### config.mk
export PLATFORM = sky130hd
export DESIGN_NAME = exam_grade_sequencer_flat
export DESIGN_NICKNAME = d
export VERILOG_FILES = /design/src/rtl/exam_pkg.sv /design/src/rtl/exam_grade_sequencer_if.sv /design/src/rtl/grade_classifier.sv /design/src/rtl/exam_grade_sequencer.sv /design/src/flat_wrapper.sv
export SDC_FILE = /design/constraint.sdc
export NUM_CORES = 1
export LEC_CHECK = 0
export BUFFER_PORTS_ARGS = -buffer_cell sky130_fd_sc_hd__buf_2
export CAP_MARGIN = 5
export CORE_MARGIN = 5
export CORE_UTILIZATION = 30
export CTS_CLUSTER_DIAMETER = 200
export DETAILED_ROUTE_END_ITERATION = 10
export SYNTH_ARGS = -nofsm -noshare
export SYNTH_HDL_FRONTEND = slang
export SYNTH_HIERARCHICAL = 1
export SYNTH_SLANG_ARGS = --single-unit
### constraint.sdc
create_clock -name clk -period 6.6 [get_ports clk]
set_input_delay 0 -clock clk [delete_from_list [all_inputs] [get_ports clk]]
set_output_delay 0 -clock clk [all_outputs]
set_load 0.01 [all_outputs]
### src/rtl/exam_pkg.sv
// Shared definitions for the exam grade sequencer: widths, section count,
// default classification thresholds and the sequencer state encoding.
package exam_pkg;
    localparam int GRADE_W          = 8;
    localparam int TOTAL_W          = 10;
    localparam int CNT_W            = 8;
    localparam int NUM_SECTIONS     = 4;
    localparam int IDX_W            = 2;
    localparam int DEF_PASS_THRESH  = 100;
    localparam int DEF_AWARD_THRESH = 200;

    typedef enum logic {
        COLLECT = 1'b0,
        RESULT  = 1'b1
    } state_t;
endpackage

### src/rtl/exam_grade_sequencer_if.sv
// Bus bundle between a grade producer / result consumer and the sequencer.
//   grade_valid/grade_data/grade_ready : grade input handshake
//   abort                              : drop the student in progress
//   result_valid/result_ready          : result output handshake
//   total, failed, passed, award_scholarship : result fields
//   student_count, pass_count, award_count   : completed-student statistics
// master = producer/consumer side, slave = sequencer side.
interface exam_grade_sequencer_if;
    import exam_pkg::*;

    logic               grade_valid;
    logic [GRADE_W-1:0] grade_data;
    logic               grade_ready;
    logic               abort;
    logic               result_valid;
    logic               result_ready;
    logic [TOTAL_W-1:0] total;
    logic               failed;
    logic               passed;
    logic               award_scholarship;
    logic [CNT_W-1:0]   student_count;
    logic [CNT_W-1:0]   pass_count;
    logic [CNT_W-1:0]   award_count;

    modport master (
        output grade_valid, grade_data, abort, result_ready,
        input  grade_ready, result_valid, total, failed, passed,
               award_scholarship, student_count, pass_count, award_count
    );

    modport slave (
        input  grade_valid, grade_data, abort, result_ready,
        output grade_ready, result_valid, total, failed, passed,
               award_scholarship, student_count, pass_count, award_count
    );
endinterface

### src/rtl/grade_classifier.sv
// Purely combinational classification of a four-section total.
//   total  : summed grade (input)
//   failed : total below PASS_THRESH
//   passed : total at or above PASS_THRESH
//   award  : total at or above AWARD_THRESH (implies passed)
module grade_classifier
    import exam_pkg::*;
#(
    parameter int PASS_THRESH  = DEF_PASS_THRESH,
    parameter int AWARD_THRESH = DEF_AWARD_THRESH
) (
    input  logic [TOTAL_W-1:0] total,
    output logic               failed,
    output logic               passed,
    output logic               award
);
    always_comb begin
        passed = (total >= TOTAL_W'(PASS_THRESH));
        failed = !passed;
        award  = (total >= TOTAL_W'(AWARD_THRESH));
    end
endmodule

### src/rtl/exam_grade_sequencer.sv
// Collects four section grades per student, presents the registered total
// and its classification until the consumer takes it, and keeps wrapping
// counts of completed, passing and scholarship students.
//   clk : rising-edge clock
//   rst : synchronous active-high reset
//   bus : slave side of exam_grade_sequencer_if (grade in, result out)
module exam_grade_sequencer
    import exam_pkg::*;
#(
    parameter int PASS_THRESH  = DEF_PASS_THRESH,
    parameter int AWARD_THRESH = DEF_AWARD_THRESH
) (
    input  logic                  clk,
    input  logic                  rst,
    exam_grade_sequencer_if.slave bus
);
    localparam logic [IDX_W-1:0] LAST_IDX = IDX_W'(NUM_SECTIONS - 1);

    state_t             state_q, state_d;
    logic [TOTAL_W-1:0] acc_q, acc_d;
    logic [IDX_W-1:0]   idx_q, idx_d;
    logic               failed_q, failed_d;
    logic               passed_q, passed_d;
    logic               award_q, award_d;
    logic [CNT_W-1:0]   student_q, student_d;
    logic [CNT_W-1:0]   pass_q, pass_d;
    logic [CNT_W-1:0]   award_cnt_q, award_cnt_d;

    logic [TOTAL_W-1:0] sum;
    logic               cls_failed, cls_passed, cls_award;

    // 4 * 255 fits in TOTAL_W bits, so the running sum cannot overflow.
    assign sum = acc_q + TOTAL_W'(bus.grade_data);

    // Classify the sum including the grade being accepted, so the final
    // verdict can be captured on the same edge that enters RESULT.
    grade_classifier #(
        .PASS_THRESH  (PASS_THRESH),
        .AWARD_THRESH (AWARD_THRESH)
    ) u_classifier (
        .total  (sum),
        .failed (cls_failed),
        .passed (cls_passed),
        .award  (cls_award)
    );

    always_comb begin
        state_d     = state_q;
        acc_d       = acc_q;
        idx_d       = idx_q;
        failed_d    = failed_q;
        passed_d    = passed_q;
        award_d     = award_q;
        student_d   = student_q;
        pass_d      = pass_q;
        award_cnt_d = award_cnt_q;

        if (state_q == COLLECT) begin
            if (bus.abort) begin
                // Abort wins over a grade offered in the same cycle.
                acc_d = '0;
                idx_d = '0;
            end else if (bus.grade_valid) begin
                acc_d = sum;
                idx_d = idx_q + IDX_W'(1);
                if (idx_q == LAST_IDX) begin
                    state_d  = RESULT;
                    failed_d = cls_failed;
                    passed_d = cls_passed;
                    award_d  = cls_award;
                end
            end
        end else begin
            // abort and grade_valid are ignored here; only the handshake exits.
            if (bus.result_ready) begin
                state_d     = COLLECT;
                acc_d       = '0;
                idx_d       = '0;
                failed_d    = 1'b0;
                passed_d    = 1'b0;
                award_d     = 1'b0;
                student_d   = student_q + CNT_W'(1);
                pass_d      = pass_q + CNT_W'(passed_q);
                award_cnt_d = award_cnt_q + CNT_W'(award_q);
            end
        end
    end

    always_ff @(posedge clk) begin
        if (rst) begin
            state_q     <= COLLECT;
            acc_q       <= '0;
            idx_q       <= '0;
            failed_q    <= 1'b0;
            passed_q    <= 1'b0;
            award_q     <= 1'b0;
            student_q   <= '0;
            pass_q      <= '0;
            award_cnt_q <= '0;
        end else begin
            state_q     <= state_d;
            acc_q       <= acc_d;
            idx_q       <= idx_d;
            failed_q    <= failed_d;
            passed_q    <= passed_d;
            award_q     <= award_d;
            student_q   <= student_d;
            pass_q      <= pass_d;
            award_cnt_q <= award_cnt_d;
        end
    end

    // The accumulator doubles as the total output: partial sum while
    // collecting, full sum held through RESULT.
    assign bus.grade_ready       = (state_q == COLLECT);
    assign bus.result_valid      = (state_q == RESULT);
    assign bus.total             = acc_q;
    assign bus.failed            = failed_q;
    assign bus.passed            = passed_q;
    assign bus.award_scholarship = award_q;
    assign bus.student_count     = student_q;
    assign bus.pass_count        = pass_q;
    assign bus.award_count       = award_cnt_q;
endmodule

### src/flat_wrapper.sv
// flat-port wrapper written by rule: the top's interface ports become plain ports
module exam_grade_sequencer_flat import exam_pkg::*;
#(
    parameter int PASS_THRESH  = DEF_PASS_THRESH,
    parameter int AWARD_THRESH = DEF_AWARD_THRESH
)
  (clk, rst, bus_grade_valid, bus_grade_data, bus_abort, bus_result_ready, bus_grade_ready, bus_result_valid, bus_total, bus_failed, bus_passed, bus_award_scholarship, bus_student_count, bus_pass_count, bus_award_count);
  exam_grade_sequencer_if bus_i ();
  input  logic clk;
  input  logic rst;
  input wire logic [$bits(bus_i.grade_valid)-1:0] bus_grade_valid;
  input wire logic [$bits(bus_i.grade_data)-1:0] bus_grade_data;
  input wire logic [$bits(bus_i.abort)-1:0] bus_abort;
  input wire logic [$bits(bus_i.result_ready)-1:0] bus_result_ready;
  output wire logic [$bits(bus_i.grade_ready)-1:0] bus_grade_ready;
  output wire logic [$bits(bus_i.result_valid)-1:0] bus_result_valid;
  output wire logic [$bits(bus_i.total)-1:0] bus_total;
  output wire logic [$bits(bus_i.failed)-1:0] bus_failed;
  output wire logic [$bits(bus_i.passed)-1:0] bus_passed;
  output wire logic [$bits(bus_i.award_scholarship)-1:0] bus_award_scholarship;
  output wire logic [$bits(bus_i.student_count)-1:0] bus_student_count;
  output wire logic [$bits(bus_i.pass_count)-1:0] bus_pass_count;
  output wire logic [$bits(bus_i.award_count)-1:0] bus_award_count;
  assign bus_i.grade_valid = bus_grade_valid;
  assign bus_i.grade_data = bus_grade_data;
  assign bus_i.abort = bus_abort;
  assign bus_i.result_ready = bus_result_ready;
  assign bus_grade_ready = bus_i.grade_ready;
  assign bus_result_valid = bus_i.result_valid;
  assign bus_total = bus_i.total;
  assign bus_failed = bus_i.failed;
  assign bus_passed = bus_i.passed;
  assign bus_award_scholarship = bus_i.award_scholarship;
  assign bus_student_count = bus_i.student_count;
  assign bus_pass_count = bus_i.pass_count;
  assign bus_award_count = bus_i.award_count;
  exam_grade_sequencer #(.PASS_THRESH(PASS_THRESH), .AWARD_THRESH(AWARD_THRESH)) u_core (.clk(clk), .rst(rst), .bus(bus_i));
endmodule
# Yosys cells after proc, flatten, opt, wreduce, memory -nomap -nowiden
# Index checks and enable logic that the tools add are counted.
dict set report word_totals {
  elab_cells 53
  mem_bits_ro 0
  out_inout_bits 39
  latch_bits 0
  mem_bits_rw 0
  n_memories 0
  reg_bits 40
  inputBits 13
}
dict set report classes {
  bitwise 1
  mul 0
  n_mux 26
  div_mod_pow 0
  reduce_logical 7
  eq_ne 3
  n_addsub 5
  shifts 0
  order_cmp 2
}
# operator n
set ops {}
lappend ops {{10-bit two-way mux} 4}
lappend ops {{1-bit two-way mux} 18}
lappend ops {{8-bit by 1-bit adder with 8-bit output} 2}
lappend ops {{10-bit by 8-bit adder with 10-bit output} 1}
lappend ops {{10-bit by 7-bit >= comparator with 1-bit output, second input constant} 1}
lappend ops {{10-bit by 8-bit >= comparator with 1-bit output, second input constant} 1}
lappend ops {{8-bit by 1-bit adder with 8-bit output, second input constant} 1}
lappend ops {{2-bit two-way mux} 4}
lappend ops {{2-bit AND reduction} 2}
lappend ops {{4-bit AND reduction} 1}
lappend ops {{2-bit nonzero test} 2}
lappend ops {{3-bit nonzero test} 1}
lappend ops {{2-bit by 1-bit adder with 2-bit output, second input constant} 1}
lappend ops {{2-bit equality test, second input constant} 1}
lappend ops {{2-bit by 1-bit inequality test with 1-bit output, second input constant} 1}
lappend ops {{2-bit inequality test, second input constant} 1}
lappend ops {{1-bit zero test} 1}
lappend ops {{1-bit NOT} 1}

# Logic depth before layout (Yosys ltp)
# Gate-level depths: netlist of the first run.
dict set report depth {
  depth_word 7
  ltp_mapped 11
  mapped_depth_nobuf 11
}

# Hierarchy
# The synthesis of the first run kept the hierarchy.
# mod cells_each area_per_inst_um2 instances seq_area_each_um2
set by_module_without_submodules {}
lappend by_module_without_submodules {exam_grade_sequencer 232 2070.7 1 800.8}
lappend by_module_without_submodules {grade_classifier 7 47.5 1 0.0}

# Worst setup path after synthesis of the first run
# Ideal clock, no wire load.
dict set report synth_path {
  kind {flip-flop to flip-flop}
  startpoint {register u_core.acc_q[0] (netlist: u_core/bus.total[0])}
  endpoint {register u_core.failed_q (netlist: u_core/bus.failed)}
  path_stages_with_launch 12
  required_time_ns 6.484
  path_slack_ns 4.364
  period_less_slack_ns 2.236
  t_arrival_ns 2.120
  path_buffers 0
  cell_sequence {dfxtp_1 -> ha_1 -> inv_1 -> fa_1 -> nand2b_1 -> a21oi_1 -> a31oi_1 -> xnor2_1 -> o311ai_2 -> and2_1 -> nand3_1 -> a21oi_1}
}
dict set report synth_via {
  elab_chain_cells 7
}
# item line
set synth_lines {}
lappend synth_lines {{start: declaration} exam_grade_sequencer.sv:20} ;# logic [TOTAL_W-1:0] acc_q, acc_d;
lappend synth_lines {{start signal: assignment} exam_grade_sequencer.sv:92} ;# acc_q <= '0;
lappend synth_lines {{start signal: assignment} exam_grade_sequencer.sv:102} ;# acc_q <= acc_d;
lappend synth_lines {{10-bit by 8-bit adder with 10-bit output} exam_grade_sequencer.sv:33} ;# assign sum = acc_q + TOTAL_W'(bus.grade_data);
lappend synth_lines {{named net u_core.sum[6]} exam_grade_sequencer.sv:29} ;# logic [TOTAL_W-1:0] sum;
lappend synth_lines {{10-bit by 7-bit >= comparator with 1-bit output} grade_classifier.sv:18} ;# passed = (total >= TOTAL_W'(PASS_THRESH));
lappend synth_lines {{1-bit zero test} grade_classifier.sv:19} ;# failed = !passed;
lappend synth_lines {{named net u_core.cls_failed} exam_grade_sequencer.sv:30} ;# logic cls_failed, cls_passed, cls_award;
lappend synth_lines {{1-bit two-way mux} exam_grade_sequencer.sv:66} ;# if (idx_q == LAST_IDX) begin
lappend synth_lines {{1-bit two-way mux} exam_grade_sequencer.sv:63} ;# end else if (bus.grade_valid) begin
lappend synth_lines {{1-bit two-way mux} exam_grade_sequencer.sv:59} ;# if (bus.abort) begin
lappend synth_lines {{1-bit two-way mux} exam_grade_sequencer.sv:58} ;# if (state_q == COLLECT) begin
lappend synth_lines {{end signal: assignment} exam_grade_sequencer.sv:104} ;# failed_q <= failed_d;
lappend synth_lines {{end: declaration} exam_grade_sequencer.sv:22} ;# logic failed_q, failed_d;
# The timed path passes the listed nets, and every way through them passes these cells. The select of a mux whose other input is x is not followed.
# A chain may end at the register's enable or synchronous reset.

# Worst setup path after layout of the first run
# Same ends and word-level chain as after synthesis.

==> flow_metrics.tcl, run 1 <==
set metrics [dict create \
    grt.met3_usage 0.02965 \
    yosysTopAreaCell "dfxtp_1" \
    rows 30 \
    fin_setup_tns_ns 0 \
    critical_path_peak_fanout 3 \
    gp_congestion 0.7883 \
    place_hpwl_um 3522 \
    ys_ff_latch 40 \
    reg2reg_slack_ns 4.18 \
    status "finished, final reports clean" \
    p_leak_uw 0.001142 \
    cp.arrival_ns 2.56 \
    dr.first_iter.drc_count 68 \
    cts.clk_slew.worst_paths_ns 0.08 \
    diodes 0 \
    synth_mux_area_frac 0.01418 \
    maxCapViolCount 0 \
    netlist_instances 239 \
    slew_headroom 0.3610 \
    period_needed_ns 2.423 \
    setup-violations-final 0 \
    synth_fa_ha_area_frac 0.09214 \
    synth_edf_count 0 \
    synth_flop_cell "dfxtp_1" \
    netSwitchingPower_uw 120.7 \
    netlist_area_mm2 0.002118 \
    start_util 0.3101 \
    root_buffer "clkbuf_8" \
    drc 0 \
    dr.pass1.iters 5 \
    design.core.area_mm2 0.006832 \
    skew_ns 0.005218 \
    hold_viol_final 0 \
    synth-async-reset-ratio 0 \
    vias_per_cell 4.705 \
    grt_pass1_wl_um 8148 \
    yosys.area_share.simple 0.2221 \
    syn_nets 267 \
    synth_compound_area_frac 0.1601 \
    end_kind "register" \
    clk_latency_ns 0.29 \
    antenna_found_initial 0 \
    dieHeight_um 94.03 \
    cts.sinks 40 \
    ios 52 \
    yosysMostFrequentCell "dfxtp_1" \
    hold_class "input port to register" \
    grt_util_met1 0.1526 \
    met2_usage 0.1780 \
    synth_xor_area_frac 0.08683 \
    layout-drive-gt1-share 0.2544 \
    synth_top_family_by_area "simple AND/OR/NAND/NOR gates" \
    grt_max_degree 42 \
    slew_viol_final 0 \
    grt-busiest-layer "met2" \
    ys_top_cells_by_area "dfxtp_1 38%, ha_1 8.3%, xor2_1 6.2%" \
    post_cts_buffers 0 \
    overflow 0 \
    htree_levels 2 \
    yosysWarnings 6 \
    fillers 760 \
    ctsHoldBuffers 0 \
    startpoint_type "register" \
    cp.required_ns 6.74 \
    p_int_uw 336.2 \
    tightest_slew_ns 0.9528 \
    cts_tree "done" \
    post-route-period-util 0.3671 \
    dieWidth_um 94.03 \
    grt_use_total 0.1134 \
    finalNetCount 315 \
    pwr-share-comb 0.116 \
    hold_slack_ns 0.05296 \
    cts_max_path_buffers 2 \
    synthTopCellsByCount "40 x dfxtp_1, 29 x nor2_1, 26 x nand2_1" \
    p_sw_frac 0.2642 \
    postRouteAntennaNets 0 \
    drt_wl_total_um 4917 \
    wire_per_inst_um 12.84 \
    yosysSeqAreaShare 0.3780 \
    yosysTopAreaCellShare 0.3780 \
    die_area_mm2 0.008842 \
    cellPowerDensity_mw_per_mm2 182.5 \
    area_delta_synth_final_pct 18.19 \
    synthDistinctLibCells 38 \
    io_buffer_count 51 \
    grt_pass1_vias 1678 \
    rsz0062_at_grt "no" \
    peakVddDrop_v 0.00007608 \
    cts-buffers-inserted 5 \
    timing.fmax_ghz 0.4128 \
    clock_power_share 0.346 \
    vias 1802 \
    seq_power_share 0.538 \
    path_class "register to register" \
    avgSynthCellArea_um2 8.863 \
    ctsResizeCount 0 \
]
placed cells by master (no fill, tap or decap), types with 2 or more instances in the layout:
cell type and count:
nand2b_1 2, and4_2 2, nand4_2 3, a21o_2 2, a21oi_1 20, a31oi_1 3, ha_1 14, or3_1 9
a21o_1 2, a31o_2 2, a22oi_1 7, clkbuf_8 5, buf_2 51, nand4_1 6, xnor2_1 6, and3_1 4
nand3_1 9, o21ai_0 6, dfxtp_1 40, xor2_1 15, mux2i_1 3, nor2_1 29, and2_1 2, inv_1 6
nand2_1 26
sequential cells by signal (all words and copies together), names as in the netlist:
name,flops
u_core/bus.result_valid,1
u_core/bus.passed,1
u_core/bus.failed,1
u_core/bus.pass_count,8
u_core/bus.award_count,8
u_core/bus.student_count,8
u_core/idx_q,2
u_core/bus.total,10
u_core/bus.award_scholarship,1
routing by layer:
metal	vias up	routed length (um)	share of wire
met5	-	0	0
met4	0	46	0.0094
met3	4	239	0.049
met2	30	2208	0.45
met1	831	2422	0.49
li1	937	-	-
power groups by stage:
stage | Sequential (uW) | Clock [uW] | Combinational [uW]
floorplan | 252 | 0 | 40.6
global placement | 251 | 0 | 52.9
detailed placement | 252 | 0 | 53.0
CTS | 246 | 168 | 53.3
global route | 246 | 176 | 59.3
finish | 246 | 158 | 52.9
final cells by class:
cell class / instances / area, um^2 / area share
Inverter: 6 / 22.52 / 0.008996
Sequential cell: 40 / 800.8 / 0.3198
Clock buffer: 5 / 68.82 / 0.02749
Multi-Input combinational cell: 183 / 1224 / 0.4888
Tap cell: 96 / 120.1 / 0.04798
Clock inverter: 2 / 12.51 / 0.004998
Timing Repair Buffer: 51 / 255.2 / 0.1019
metrics by stage:
step | setup WS, ns | cell area, um^2 | total power, uW | cells | util
after floorplan | 4.364 | 2118 | 293.0 | 239 | -
after global placement | 4.253 | 2422 | 304.4 | 376 | 0.3546
after detailed placement | 4.187 | 2422 | 304.6 | 376 | 0.3546
after CTS | 4.162 | 2504 | 467.6 | 383 | 0.3665
after global routing | 3.890 | 2504 | 481.3 | 383 | 0.3665
final | 4.177 | 2504 | 456.9 | 383 | 0.3665
worst max-delay path, cell delays in order, from the launching register on:
cell and delay (ns):
dfxtp_1 0.35, ha_1 0.18, inv_1 0.06, fa_1 0.39, nand2b_1 0.16, a21oi_1 0.25
a31oi_1 0.20, xnor2_1 0.23, o311ai_2 0.14, and2_1 0.16, nand3_1 0.07, a21oi_1 0.07
worst paths after layout:
path / from / to / cells past startpoint
max: u_core/bus.total[0] / u_core/bus.failed / 11
min reg2reg: u_core/bus.pass_count[0] / u_core/bus.pass_count[0] / 2
max reg2reg: u_core/bus.total[0] / u_core/bus.failed / 11
min: bus_result_ready / u_core/bus.result_valid / 3
cell families after synthesis:
group / Yosys count
multiplexers: 3
flip-flops: 40
AND/OR/NAND/NOR: 95
XOR/XNOR: 21
adder cells (fa/ha/maj): 15
AO/OA/AOI/OAI: 49
buffers and inverters: 16
(Power assumes the default switching activity.)
==> inputs of run 2 (changes only) <==
clock period = 1.99 ns   (was 6.6 ns; I/O delays follow)
==> run 2 against run 1 <==
The flow now finishes with violations (setup timing). Critical path depth unchanged. Final cell count grew 7.3%. Register-to-register slack got worse by 4.3 ns. Clock power rose to 3.3 times the previous value. Design area grew 13%. Utilization up 4.6 points.
==> flow_metrics.tcl, run 2 (synthesized netlist as in run 1, its figures left out) <==
set metrics [dict create \
    status "complete, but fails checks" \
    violations "setup timing" \
    p_leak_uw 0.001302 \
    path_class "register to register" \
    drt_wl_total_um 5072 \
    reg2reg_slack_ns -0.15 \
    maxCapViolCount 0 \
    skew_ns 0.004033 \
    ios 52 \
    overflow 0 \
    final_cell_mix "51 x buf_2, 37 x dfxtp_1, 29 x nor2_1, 26 x buf_4, 26 x nand2_1" \
    wl_met1_um 2417 \
    peakVddDrop_v 0.0002047 \
    wl_met3_um 238 \
    dr.first_iter.drc_count 82 \
    cellPowerDensity_mw_per_mm2 560.4 \
    worst_path_max_delay_cell "dfxtp_4" \
    wl_met2_um 2370 \
    layout-drive-gt1-share 0.3651 \
    clk_latency_ns 0.29 \
    finalNetCount 343 \
    hold_viol_final 0 \
    crit_path_max_incr_delay_ns 0.36 \
    hold_class "input port to register" \
    postRouteAntennaNets 0 \
    cts_max_path_buffers 2 \
    rows 30 \
    fin_area_mm2 0.002818 \
    whs_path_depth 3 \
    post-route-period-util 1.076 \
    slew_viol_final 0 \
    critical_path_peak_fanout 3 \
    path_cells "ha_4, inv_2, fa_2, nand2b_4, a21oi_4, a31oi_4, buf_4, buf_6, buf_4, mux2i_1, a31o_2" \
    dieWidth_um 94.03 \
    die_area_mm2 0.008842 \
    cp.required_ns 2.17 \
    ff2ff_path_depth 11 \
    wire_per_inst_um 12.34 \
    grt_pass1_wl_um 8431 \
    drc 0 \
    cts.clk_slew.worst_paths_ns 0.08 \
    timing.fmax_ghz 0.4671 \
    tightest_slew_ns 0.4361 \
    top_layer "met4" \
    grt_max_degree 37 \
    period_needed_ns 2.141 \
    fin_util 0.4125 \
    hold_slack_ns 0.03571 \
    vias_per_cell 4.601 \
    end_kind "register" \
    grt_use_total 0.1173 \
    design.core.area_mm2 0.006832 \
    setup_ws_ns -0.1510 \
    largest_register_ffs 10 \
    dr.pass1.iters 4 \
    startpoint_type "register" \
    cp.arrival_ns 2.33 \
    io_buffer_count 51 \
    cts.sinks 40 \
    fin_setup_tns_ns -0.3567 \
    antenna_found_initial 0 \
    pre_cts_ws_ns -0.1042 \
    gp_congestion 0.7974 \
    crit_top_cell "buf_4" \
    diodes 0 \
    vias 1891 \
    place_hpwl_um 3698 \
    final_common_cell "buf_2" \
    dieHeight_um 94.03 \
    rsz0062_at_grt "yes" \
    slew_headroom 0.7093 \
    placed_cell_area_mm2 0.002654 \
    htree_levels 2 \
    grt_pass1_vias 1850 \
    cts-buffers-inserted 5 \
    cts_tree "done" \
    start_util 0.3101 \
    root_buffer "clkbuf_8" \
    setup-violations-final 4 \
    area_delta_synth_final_pct 33.02 \
]
run 2: changes by cell type in the layout (fill, tap and decap cells not counted), sizes merged:
cell,previous run,this run
dlygate4sd3,0,1
buf,51,78
inv,6,7
clkinvlp,1,0
run 2: metrics by stage:
step           power, uW  cells
3_3_place_gp        1058    398
2_1_floorplan      986.3    239
4_1_cts             1607    407
5_1_grt             1670    411
3_5_place_dp        1058    398
6_report            1579    411
run 2: area by class of cell:
cell class / count / area (um^2)
well taps: 96 / 120.1
repair buffers: 79 / 471.7
clock buffers: 5 / 68.82
clock inverters: 2 / 11.26
inverters: 6 / 22.52
fillers: 713 / 4014
flip-flops and latches: 40 / 807.0
multi-input cells: 183 / 1316
run 2: layer usage:
| metal | global-route usage | up-vias |
|---|---|---|
| li1 | - | 992 |
| met5 | 0 | - |
| met3 | 0.03205 | 4 |
| met1 | 0.1472 | 858 |
| met4 | 0.02888 | 0 |
| met2 | 0.1981 | 37 |
run 2: worst paths after layout:
| check | from | endpoint |
|---|---|---|
| worst max-delay path | u_core/bus.total[0] | u_core/bus.total[6] |
| worst min-delay path | bus_result_ready | u_core/bus.result_valid |
| worst max register to register | u_core/bus.total[0] | u_core/bus.total[6] |
| worst min register to register | u_core/bus.award_count[0] | u_core/bus.award_count[0] |
run 2: repair_timing:
| item | in CTS | in global routing |
|---|---|---|
| cloned | 0 | 0 |
| buffers inserted | 1 | 4 |
| endpoints found under the setup margin | 3 | 5 |
| hold buffers | 1 | 0 |
| endpoints found under the hold margin | 2 | 0 |
| gates resized for setup | 2 | 7 |
| pin swaps | 7 | 12 |
run 2: worst max-delay path: cells and delay by family, from the launching register on:
kind	cells	cell delay (ns)
buffers and inverters	4	0.40
adders and majority gates	2	0.46
and+or+nand+nor	1	0.16
muxes	1	0.11
AOI/OAI and AO/OA	3	0.55
DFF	1	0.36
run 2: report_power, final:
group	internal [uW]	total (uW)	switching [uW]
Sequential	808	815	6.81
Combinational	112	242	130
Clock	239	522	283
